<file path="config.mk">
export PLATFORM = sky130hd
export DESIGN_NAME = mio_bus_bridge
export DESIGN_NICKNAME = d
export VERILOG_FILES = /design/src/rtl/mio_bus_bridge.sv
export SDC_FILE = /design/constraint.sdc
export NUM_CORES = 1
export LEC_CHECK = 0
export CORE_MARGIN = 10
export CORE_UTILIZATION = 41
export CTS_CLUSTER_DIAMETER = 40
export DETAILED_ROUTE_END_ITERATION = 10
export PLACE_DENSITY = 0.76
export REMOVE_ABC_BUFFERS = 1
export SLEW_MARGIN = 20
export SYNTH_ARGS = -nofsm -noshare
export SYNTH_HDL_FRONTEND = slang
export SYNTH_SLANG_ARGS = --single-unit
</file>
<file path="constraint.sdc">
create_clock -name clk -period 3.1 [get_ports clk]
set_clock_uncertainty 0.15 [all_clocks]
set_input_delay 0.31 -clock clk [delete_from_list [all_inputs] [get_ports clk]]
set_output_delay 0.31 -clock clk [all_outputs]
set_load 0.01 [all_outputs]
</file>
<file path="src/rtl/mio_bus_bridge.sv">
// Data-side bus bridge: SCPU memory port to data RAM, LED, cycle counter, UART TX FIFO and status.
// Optional build macro MIO_CYCLE_COUNTER_EN adds the free-running CYCLE register at 0xF000_0004.
module mio_bus_bridge #(
    parameter int RAM_WAIT = 1,
    parameter int TX_DEPTH = 8,
    parameter int LED_W    = 16
) (
    input  logic             clk,
    input  logic             rst,
    input  logic             cpu_req,
    input  logic             cpu_we,
    input  logic [31:0]      cpu_addr,
    input  logic [31:0]      cpu_wdata,
    output logic [31:0]      cpu_rdata,
    output logic             cpu_ready,
    output logic             ram_we,
    output logic [9:0]       ram_addr,
    output logic [31:0]      ram_wdata,
    input  logic [31:0]      ram_rdata,
    output logic [LED_W-1:0] led_out,
    output logic [7:0]       tx_data,
    output logic             tx_valid,
    input  logic             tx_ready
);

    localparam int PTR_W = $clog2(TX_DEPTH);
    localparam int CNT_W = PTR_W + 1;

    localparam logic [29:0] LED_WORD  = 30'h3C00_0000;
    localparam logic [29:0] CYC_WORD  = 30'h3C00_0001;
    localparam logic [29:0] TX_WORD   = 30'h3C00_0002;
    localparam logic [29:0] STAT_WORD = 30'h3C00_0003;

    typedef enum logic [1:0] {
        S_IDLE,
        S_RAM_ACC,
        S_RAM_WAIT,
        S_DONE
    } state_t;

    state_t      state;
    logic [2:0]  wait_cnt;
    logic [31:0] reg_rdata;
    logic [31:0] cycle_val;
    logic        bus_err;
    logic        tx_ovf;

    logic [7:0]       fifo_mem [TX_DEPTH];
    logic [PTR_W-1:0] wr_ptr;
    logic [PTR_W-1:0] rd_ptr;
    logic [CNT_W-1:0] count;
    logic             tx_empty;
    logic             tx_full;

    // Byte-lane bits only select within a word; the whole map is word-granular.
    logic unused_addr_lsb;
    assign unused_addr_lsb = &{1'b0, cpu_addr[1:0]};

    logic [29:0] word;
    logic        hit_ram, hit_led, hit_cyc, hit_tx, hit_stat, hit_err;

    assign word     = cpu_addr[31:2];
    assign hit_ram  = (cpu_addr[31:12] == 20'h0_0000);
    assign hit_led  = (word == LED_WORD);
    assign hit_cyc  = (word == CYC_WORD);
    assign hit_tx   = (word == TX_WORD);
    assign hit_stat = (word == STAT_WORD);
    assign hit_err  = !(hit_ram || hit_led || hit_cyc || hit_tx || hit_stat);

    // Peripheral side effects all happen on the single edge that leaves IDLE.
    logic accept, tx_push, tx_pop, do_push, stat_rd;

    assign accept  = (state == S_IDLE) && cpu_req;
    assign tx_push = accept && hit_tx && cpu_we;
    assign tx_pop  = tx_valid && tx_ready;
    assign do_push = tx_push && (!tx_full || tx_pop);
    assign stat_rd = accept && hit_stat && !cpu_we;

    assign ram_addr  = cpu_addr[11:2];
    assign ram_wdata = cpu_wdata;

    assign tx_empty = (count == '0);
    assign tx_full  = (count == CNT_W'(TX_DEPTH));
    assign tx_valid = !tx_empty;
    assign tx_data  = tx_empty ? 8'h00 : fifo_mem[rd_ptr];

`ifdef MIO_CYCLE_COUNTER_EN
    logic [31:0] cycle_q;

    always_ff @(posedge clk) begin
        if (!rst) cycle_q <= '0;
        else      cycle_q <= cycle_q + 32'd1;
    end

    assign cycle_val = cycle_q;
`else
    assign cycle_val = '0;
`endif

    always_comb begin
        // NOTE: default first so no path through the mux leaves reg_rdata unassigned (no latch).
        reg_rdata = '0;
        if (hit_led)       reg_rdata = 32'(led_out);
        else if (hit_cyc)  reg_rdata = cycle_val;
        else if (hit_stat) reg_rdata = {28'b0, bus_err, tx_ovf, tx_full, tx_empty};
        else if (hit_err)  reg_rdata = 32'hDEAD_BEEF;
    end

    always_ff @(posedge clk) begin
        // NOTE: storage array carries no reset; pointers and count alone define what is valid.
        if (rst && do_push) fifo_mem[wr_ptr] <= cpu_wdata[7:0];
    end

    // NOTE: every sequential assignment uses <= so all flops update from pre-edge values.
    always_ff @(posedge clk) begin
        if (!rst) begin
            wr_ptr  <= '0;
            rd_ptr  <= '0;
            count   <= '0;
            tx_ovf  <= 1'b0;
            bus_err <= 1'b0;
        end else begin
            if (do_push) wr_ptr <= wr_ptr + 1'b1;
            if (tx_pop)  rd_ptr <= rd_ptr + 1'b1;
            if (do_push && !tx_pop)      count <= count + 1'b1;
            else if (!do_push && tx_pop) count <= count - 1'b1;

            // Set events take priority over the read-to-clear of STATUS.
            if (tx_push && tx_full && !tx_pop) tx_ovf <= 1'b1;
            else if (stat_rd)                  tx_ovf <= 1'b0;

            if (accept && hit_err) bus_err <= 1'b1;
            else if (stat_rd)      bus_err <= 1'b0;
        end
    end

    always_ff @(posedge clk) begin
        if (!rst) begin
            state     <= S_IDLE;
            wait_cnt  <= '0;
            cpu_rdata <= '0;
            cpu_ready <= 1'b0;
            ram_we    <= 1'b0;
            led_out   <= '0;
        end else begin
            case (state)
                S_IDLE: begin
                    if (cpu_req) begin
                        if (hit_ram) begin
                            state  <= S_RAM_ACC;
                            ram_we <= cpu_we;
                        end else begin
                            state     <= S_DONE;
                            cpu_ready <= 1'b1;
                            cpu_rdata <= reg_rdata;
                            if (cpu_we && hit_led) led_out <= cpu_wdata[LED_W-1:0];
                        end
                    end
                end
                S_RAM_ACC: begin
                    ram_we <= 1'b0;
                    if (RAM_WAIT == 0) begin
                        state     <= S_DONE;
                        cpu_ready <= 1'b1;
                        cpu_rdata <= ram_rdata;
                    end else begin
                        state    <= S_RAM_WAIT;
                        wait_cnt <= 3'(RAM_WAIT - 1);
                    end
                end
                S_RAM_WAIT: begin
                    if (wait_cnt == 3'd0) begin
                        state     <= S_DONE;
                        cpu_ready <= 1'b1;
                        cpu_rdata <= ram_rdata;
                    end else begin
                        wait_cnt <= wait_cnt - 3'd1;
                    end
                end
                S_DONE: begin
                    state     <= S_IDLE;
                    cpu_ready <= 1'b0;
                end
                default: begin
                    state     <= S_IDLE;
                    cpu_ready <= 1'b0;
                    ram_we    <= 1'b0;
                end
            endcase
        end
    end

endmodule
</file>
-- Word-level counts from Yosys, hierarchy flattened
Memories as Yosys holds them, arrays and structs flattened. A register that Yosys moved wholly into a read port is not among the register bits.
Cells that the tools add are included.
- flip-flop bits (word level): 67
- memory bits (writable): 64
- input port bits: 101
- output and inout bits: 101
- memories: 1
- add/sub/neg operators: 5
- eq/ne operators: 13
- multiplexer cells: 31
- bitwise gates (word level): 1
- reduce and logical (&&, ||, !) cells: 42
- memories (memory ; words ; width ; rd ports ; clocked after memory_dff ; write ports ; line ; text):
    fifo_mem ; 8 ; 8 ; 1 ; 1 ; 1 ; 48 ; logic [7:0] fifo_mem [TX_DEPTH];
- operator list (operator ; count):
    2-to-1 mux 32 bit ; 7
    == test 30 bit, second input constant ; 4
    one-hot mux 32 bit (2 select lines) ; 1
    zero test 20 bit ; 1
    logical AND 1 bit ; 14
    AND reduction 4 bit ; 3
    nonzero test 2 bit ; 6
    2-to-1 mux 1 bit ; 10
    inequality test 2 bit, second input constant ; 5
    2-to-1 mux 3 bit ; 3
    2-to-1 mux 4 bit ; 2
    2-to-1 mux 8 bit ; 1
    one-hot mux 2 bit (4 select lines) ; 1
    adder 3 x 1 -> 3 bit, second input constant ; 2
    zero test 1 bit ; 6
    2-to-1 mux 2 bit ; 3
    one-hot mux 3 bit (2 select lines) ; 1
    logical OR 1 bit ; 5
    adder 4 x 1 -> 4 bit, second input constant ; 1
    == test 2 bit, second input constant ; 2
    == test 4 bit, second input constant ; 1
    zero test 4 bit ; 1
    AND reduction 2 bit ; 2
    subtractor 4 x 1 -> 4 bit, second input constant ; 1
    other kinds (9) ; 9

-- Logic depth before layout (Yosys ltp)
- depth after elaboration: 12
- gate-level depth with buffers: 13

-- Worst setup path before layout
OpenSTA, ideal clock, no wires.
- kind: register to register
- from: register count[0]
- to: register count[3]
- library setup time: 70 ps
- data arrival time: 2688 ps
- data required time: 2880 ps
- slack: 191 ps
- stages on the path, launching flop included: 12
- period minus slack after synthesis: 2909 ps
- path through: dfxtp_1 > or4b_2 > o211ai_1 > nor3_2 > ha_1 > inv_1 > ha_1 > a21o_1 > a21oi_1 > xnor2_1 > or3_1 > a21oi_1
- cells in the longest elaborated chain, start to end: 8
- elaborated cells on any way between the ends: 16
- ends and longest elaborated chain (element ; line ; text):
    start: declaration ; 51 ; logic [CNT_W-1:0] count;
    start signal: assignment ; 125 ; if (do_push && !tx_pop) count <= count + 1'b1;
    start signal: assignment ; 126 ; else if (!do_push && tx_pop) count <= count - 1'b1;
    parallel branches: the longest is 8 deep, another holds subtractor 4 x 1 -> 4 bit ; n/a ;
Parallel ways; which one is timed is not known. The select of a mux whose other input is x is not followed.
A chain may end at the register's enable or synchronous reset.

-- Worst setup path after layout
- from: register count[2]
- to: register count[3]
Same word-level chain as after synthesis.

==> Implementation_results.wiki <==
{| class="wikitable"
! Metric !! Value
|-
| Number of enable-type register cells in the synthesized netlist || 64
|-
| Remaining number of nets flagged by the antenna check after routing || 0
|-
| Post-Route Setup TNS || 0 ns
|-
| Weighted congestion at the end of routability-driven global placement || 0.8383
|-
| Highest net fanout along the worst path || 4
|-
| Number of failing setup endpoints in the final timing report || 0
|-
| Antenna Diode Count || 0
|-
| P_int || 4.190 mW
|-
| All-Layer GR Usage || 0.1696
|-
| Transition time at the pin with the least slew margin || 0.8809 ns
|-
| Worst ir drop on vdd || 0.0005696 V
|-
| Die area || 19760 um2
|-
| Fraction of power consumed by the clock network || 0.325
|-
| Final net count || 782
|-
| Distinct cell type count of the synthesized netlist || 53
|-
| Routed length per instance || 19.84 um
|-
| Post-layout total power || 5.967 mW
|-
| Most frequent cells after synthesis || sky130_fd_sc_hd__dfxtp_1, sky130_fd_sc_hd__edfxtp_1, sky130_fd_sc_hd__nand2_1
|-
| Library cell occupying the most area in the post-synthesis netlist || sky130_fd_sc_hd__edfxtp_1
|-
| Proportion of power drawn by flip-flops and latches || 0.366
|-
| Worst setup path class || reg -> reg
|-
| Number of DRC markers after the initial detailed-route iteration || 257
|-
| Initial cell density of the core || 0.4148
|-
| Maximum number of pins on one net before global-route repair || 40
|-
| Total number of vias || 4667
|-
| Layout cells sized above 1 || 0.1424
|-
| Filler Cell Count || 1185
|-
| Total power per unit cell area || 719.8 nW/um2
|-
| Critical path's top delay family || simple AND/OR/NAND/NOR gates
|-
| Part of the power in combinational logic || 0.309
|-
| First-pass iteration count of the detailed router || 5
|-
| Gate count after technology mapping || 514
|-
| Netlist area before placement || 5961 um2
|-
| Die boundary height || 140.6 um
|-
| Io pins || 202
|-
| First-pass GRT wire length || 26610 um
|-
| Post-route clock period utilization || 0.9509
|-
| Total buffers and inverters traversed by the critical path || 1
|-
| Tmin final || 2.948 ns
|-
| Count of input and output buffers || 167
|-
| Data required time of the worst path || 3.30 ns
|-
| Cells along the critical path || or4b_4 > o211ai_1 > nor3_2 > ha_2 > inv_1 > ha_1 > a21o_1 > a21oi_1 > xnor2_1 > or3_1 > a21oi_2
|-
| Die extent in x || 140.6 um
|-
| Crit end category || flop
|-
| Most repeated cell in the gate-level netlist after synthesis || sky130_fd_sc_hd__dfxtp_1
|-
| Synthesized area per cell || 11.60 um2
|-
| Headroom to the max-slew limit || 0.4127
|-
| Deepest level of the CTS H-tree || 4
|-
| Area of the core region || 14370 um2
|-
| Run status || finished, final reports clean
|-
| Switching power summed over all nets || 1.777 mW
|-
| Quantity of hold-fixing buffers added after cts || 0
|-
| Vias per inst || 5.395
|-
| Post-CTS clock slew at the launch and capture registers of the worst setup and hold paths || 0.06 ns
|-
| Register-to-register setup slack || 0.15 ns
|-
| Worst path slowest cell || sky130_fd_sc_hd__or4b_4
|-
| Post-Route WL || 17160 um
|-
| HPWL after DPL || 12480 um
|-
| Element type at the critical path start || flop
|-
| Worst-skew pair later-pin latency || 0.41 ns
|-
| Flops & latches, synth || 134
|-
| Number of max-cap violations || 0
|-
| Std cell rows || 44
|-
| Number of global-route vias before repair || 4983
|-
| Portion of synthesized cell area occupied by the leading cell type || 0.3224
|-
| Longest Clk Path Bufs || 2
|-
| Total congestion overflow || 0
|-
| Hold WC Path Type || in -> reg
|-
| Highest cell delay on the worst timing path || 0.57 ns
|-
| Largest cells by area after synthesis || sky130_fd_sc_hd__edfxtp_1, sky130_fd_sc_hd__dfxtp_1, sky130_fd_sc_hd__mux4_2
|-
| CTS Root Cell || sky130_fd_sc_hd__clkbuf_16
|-
| Critical Path AT || 3.15 ns
|-
| Total leakage power || 2.893 nW
|-
| Share of flip-flops with an asynchronous set or reset || 0
|-
| Hold violation count in the final report || 0
|-
| Count of warnings emitted by yosys || 0
|-
| Upper clock frequency limit || 0.3393 GHz
|-
| Number of sinks on the clock net || 134
|-
| Final Max Slew Viols || 0
|-
| DRC viols || 0
|-
| Sequential share of the synthesized area || 0.5575
|-
| Layout overhead on the synthesized area || 39.06%
|-
| Utilization of the core after routing || 0.5769
|-
| Number of antenna violations at the first check in global routing || 0
|-
| CTS tree || built
|-
| Synth Flop Type || sky130_fd_sc_hd__dfxtp_1
|-
| Switching power as a share of total power || 0.2977
|-
| Number of buffers created by CTS || 17
|}
## cell type report
type                       count  area (um2)  area share
multi-input combinational    302        2180      0.2629
clock inverter                10       95.09     0.01147
timing repair buffer         202        1934      0.2334
inverter                      11       41.29    0.004981
clock buffer                  22       485.5     0.05857
tap                          184       230.2     0.02777
sequential                   134        3323      0.4009
## path summary, 6_finish.rpt
| kind | start | endpoint | cells past startpoint |
|---|---|---|---|
| max | count[2]$_SDFFE_PN0P_ | count[3]$_SDFFE_PN0P_ | 11 |
| max reg2reg | count[2]$_SDFFE_PN0P_ | count[3]$_SDFFE_PN0P_ | 11 |
| min reg2reg | led_out[11]$_SDFFE_PN0P_ | led_out[11]$_SDFFE_PN0P_ | 2 |
| min | ram_rdata[23] | cpu_rdata[23]$_SDFFE_PN0P_ | 3 |
## flip-flops by register name, indices dropped and copies added (netlist names), named ones only
signal / flops
fifo_mem: 64
cpu_rdata: 32
led_out: 16
count: 4
rd_ptr: 3
wait_cnt: 3
wr_ptr: 3
state: 2
bus_err: 1
cpu_ready: 1
ram_we: 1
tx_ovf: 1
## cells by family (layout without fill, tap and decap cells)
group	count (synthesis)	count (layout)	share of synthesized area
multiplexers	30	30	0.08396
AND/OR/NAND/NOR	135	135	0.1209
adder cells (fa/ha/maj)	13	13	0.02855
AO/OA/AOI/OAI	119	119	0.1211
buffers and inverters	78	245	0.08061
XOR/XNOR	5	5	0.007348
flip-flops	134	134	0.5575
## cells in the final DEF (no fill, tap or decap), types with 4 or more instances in the layout
cell type and n:
sky130_fd_sc_hd__nand3_1 8, sky130_fd_sc_hd__ha_1 10, sky130_fd_sc_hd__o21ai_0 28, sky130_fd_sc_hd__a21oi_1 50
sky130_fd_sc_hd__edfxtp_1 64, sky130_fd_sc_hd__nor3_1 8, sky130_fd_sc_hd__dfxtp_1 70, sky130_fd_sc_hd__clkdlybuf4s50_1 167
sky130_fd_sc_hd__buf_4 35, sky130_fd_sc_hd__mux4_2 16, sky130_fd_sc_hd__a221o_1 4, sky130_fd_sc_hd__nand2_1 53
sky130_fd_sc_hd__nor4_1 5, sky130_fd_sc_hd__mux2i_1 14, sky130_fd_sc_hd__nor2_1 32, sky130_fd_sc_hd__a22oi_1 12
sky130_fd_sc_hd__clkbuf_16 18, sky130_fd_sc_hd__a22o_1 9, sky130_fd_sc_hd__inv_1 8
## per-stage QoR
step | worst slack, ns | instances | hold slack, ns | cell area [um2]
2_1_floorplan | -0.06519 | 447 | 0.2589 | 5522
5_1_grt | -0.02106 | 865 | 0.3124 | 8289
3_3_place_gp | 0.01988 | 827 | 0.3033 | 7641
6_report | 0.1523 | 865 | 0.3082 | 8289
4_1_cts | 0.01897 | 859 | 0.2916 | 8222
3_5_place_dp | -0.1696 | 827 | 0.3149 | 7641
## worst min-delay path: stages
cell                              delay [ns]
sky130_fd_sc_hd__clkdlybuf4s50_1        0.39
sky130_fd_sc_hd__nand2_1                0.06
sky130_fd_sc_hd__a21oi_1                0.06
## timing repair
item                                    CTS  global route
gates resized for setup                   0             7
buffers inserted                          0             6
endpoints found under the setup margin    0             1
endpoints found under the hold margin     0             0
## per-layer routing
layer | share of wire | routed length [um] | GRT usage | up-vias
li1 | - | - | - | 2155
met1 | 0.37 | 6393 | 0.1767 | 2301
met2 | 0.53 | 9026 | 0.2998 | 187
met3 | 0.081 | 1397 | 0.07188 | 24
met4 | 0.020 | 340 | 0.05707 | 0
met5 | 0 | 0 | 0 | -
## power groups by stage
stage               Combinational (mW)  Sequential, mW  Clock [mW]
CTS                               1.81            2.18        1.97
floorplan                        0.735            2.30           0
global placement                  1.74            2.20           0
detailed placement                1.79            2.21           0
finish                            1.84            2.19        1.94
global route                      2.00            2.21        2.05
Power figures use the tool's default switching activity.
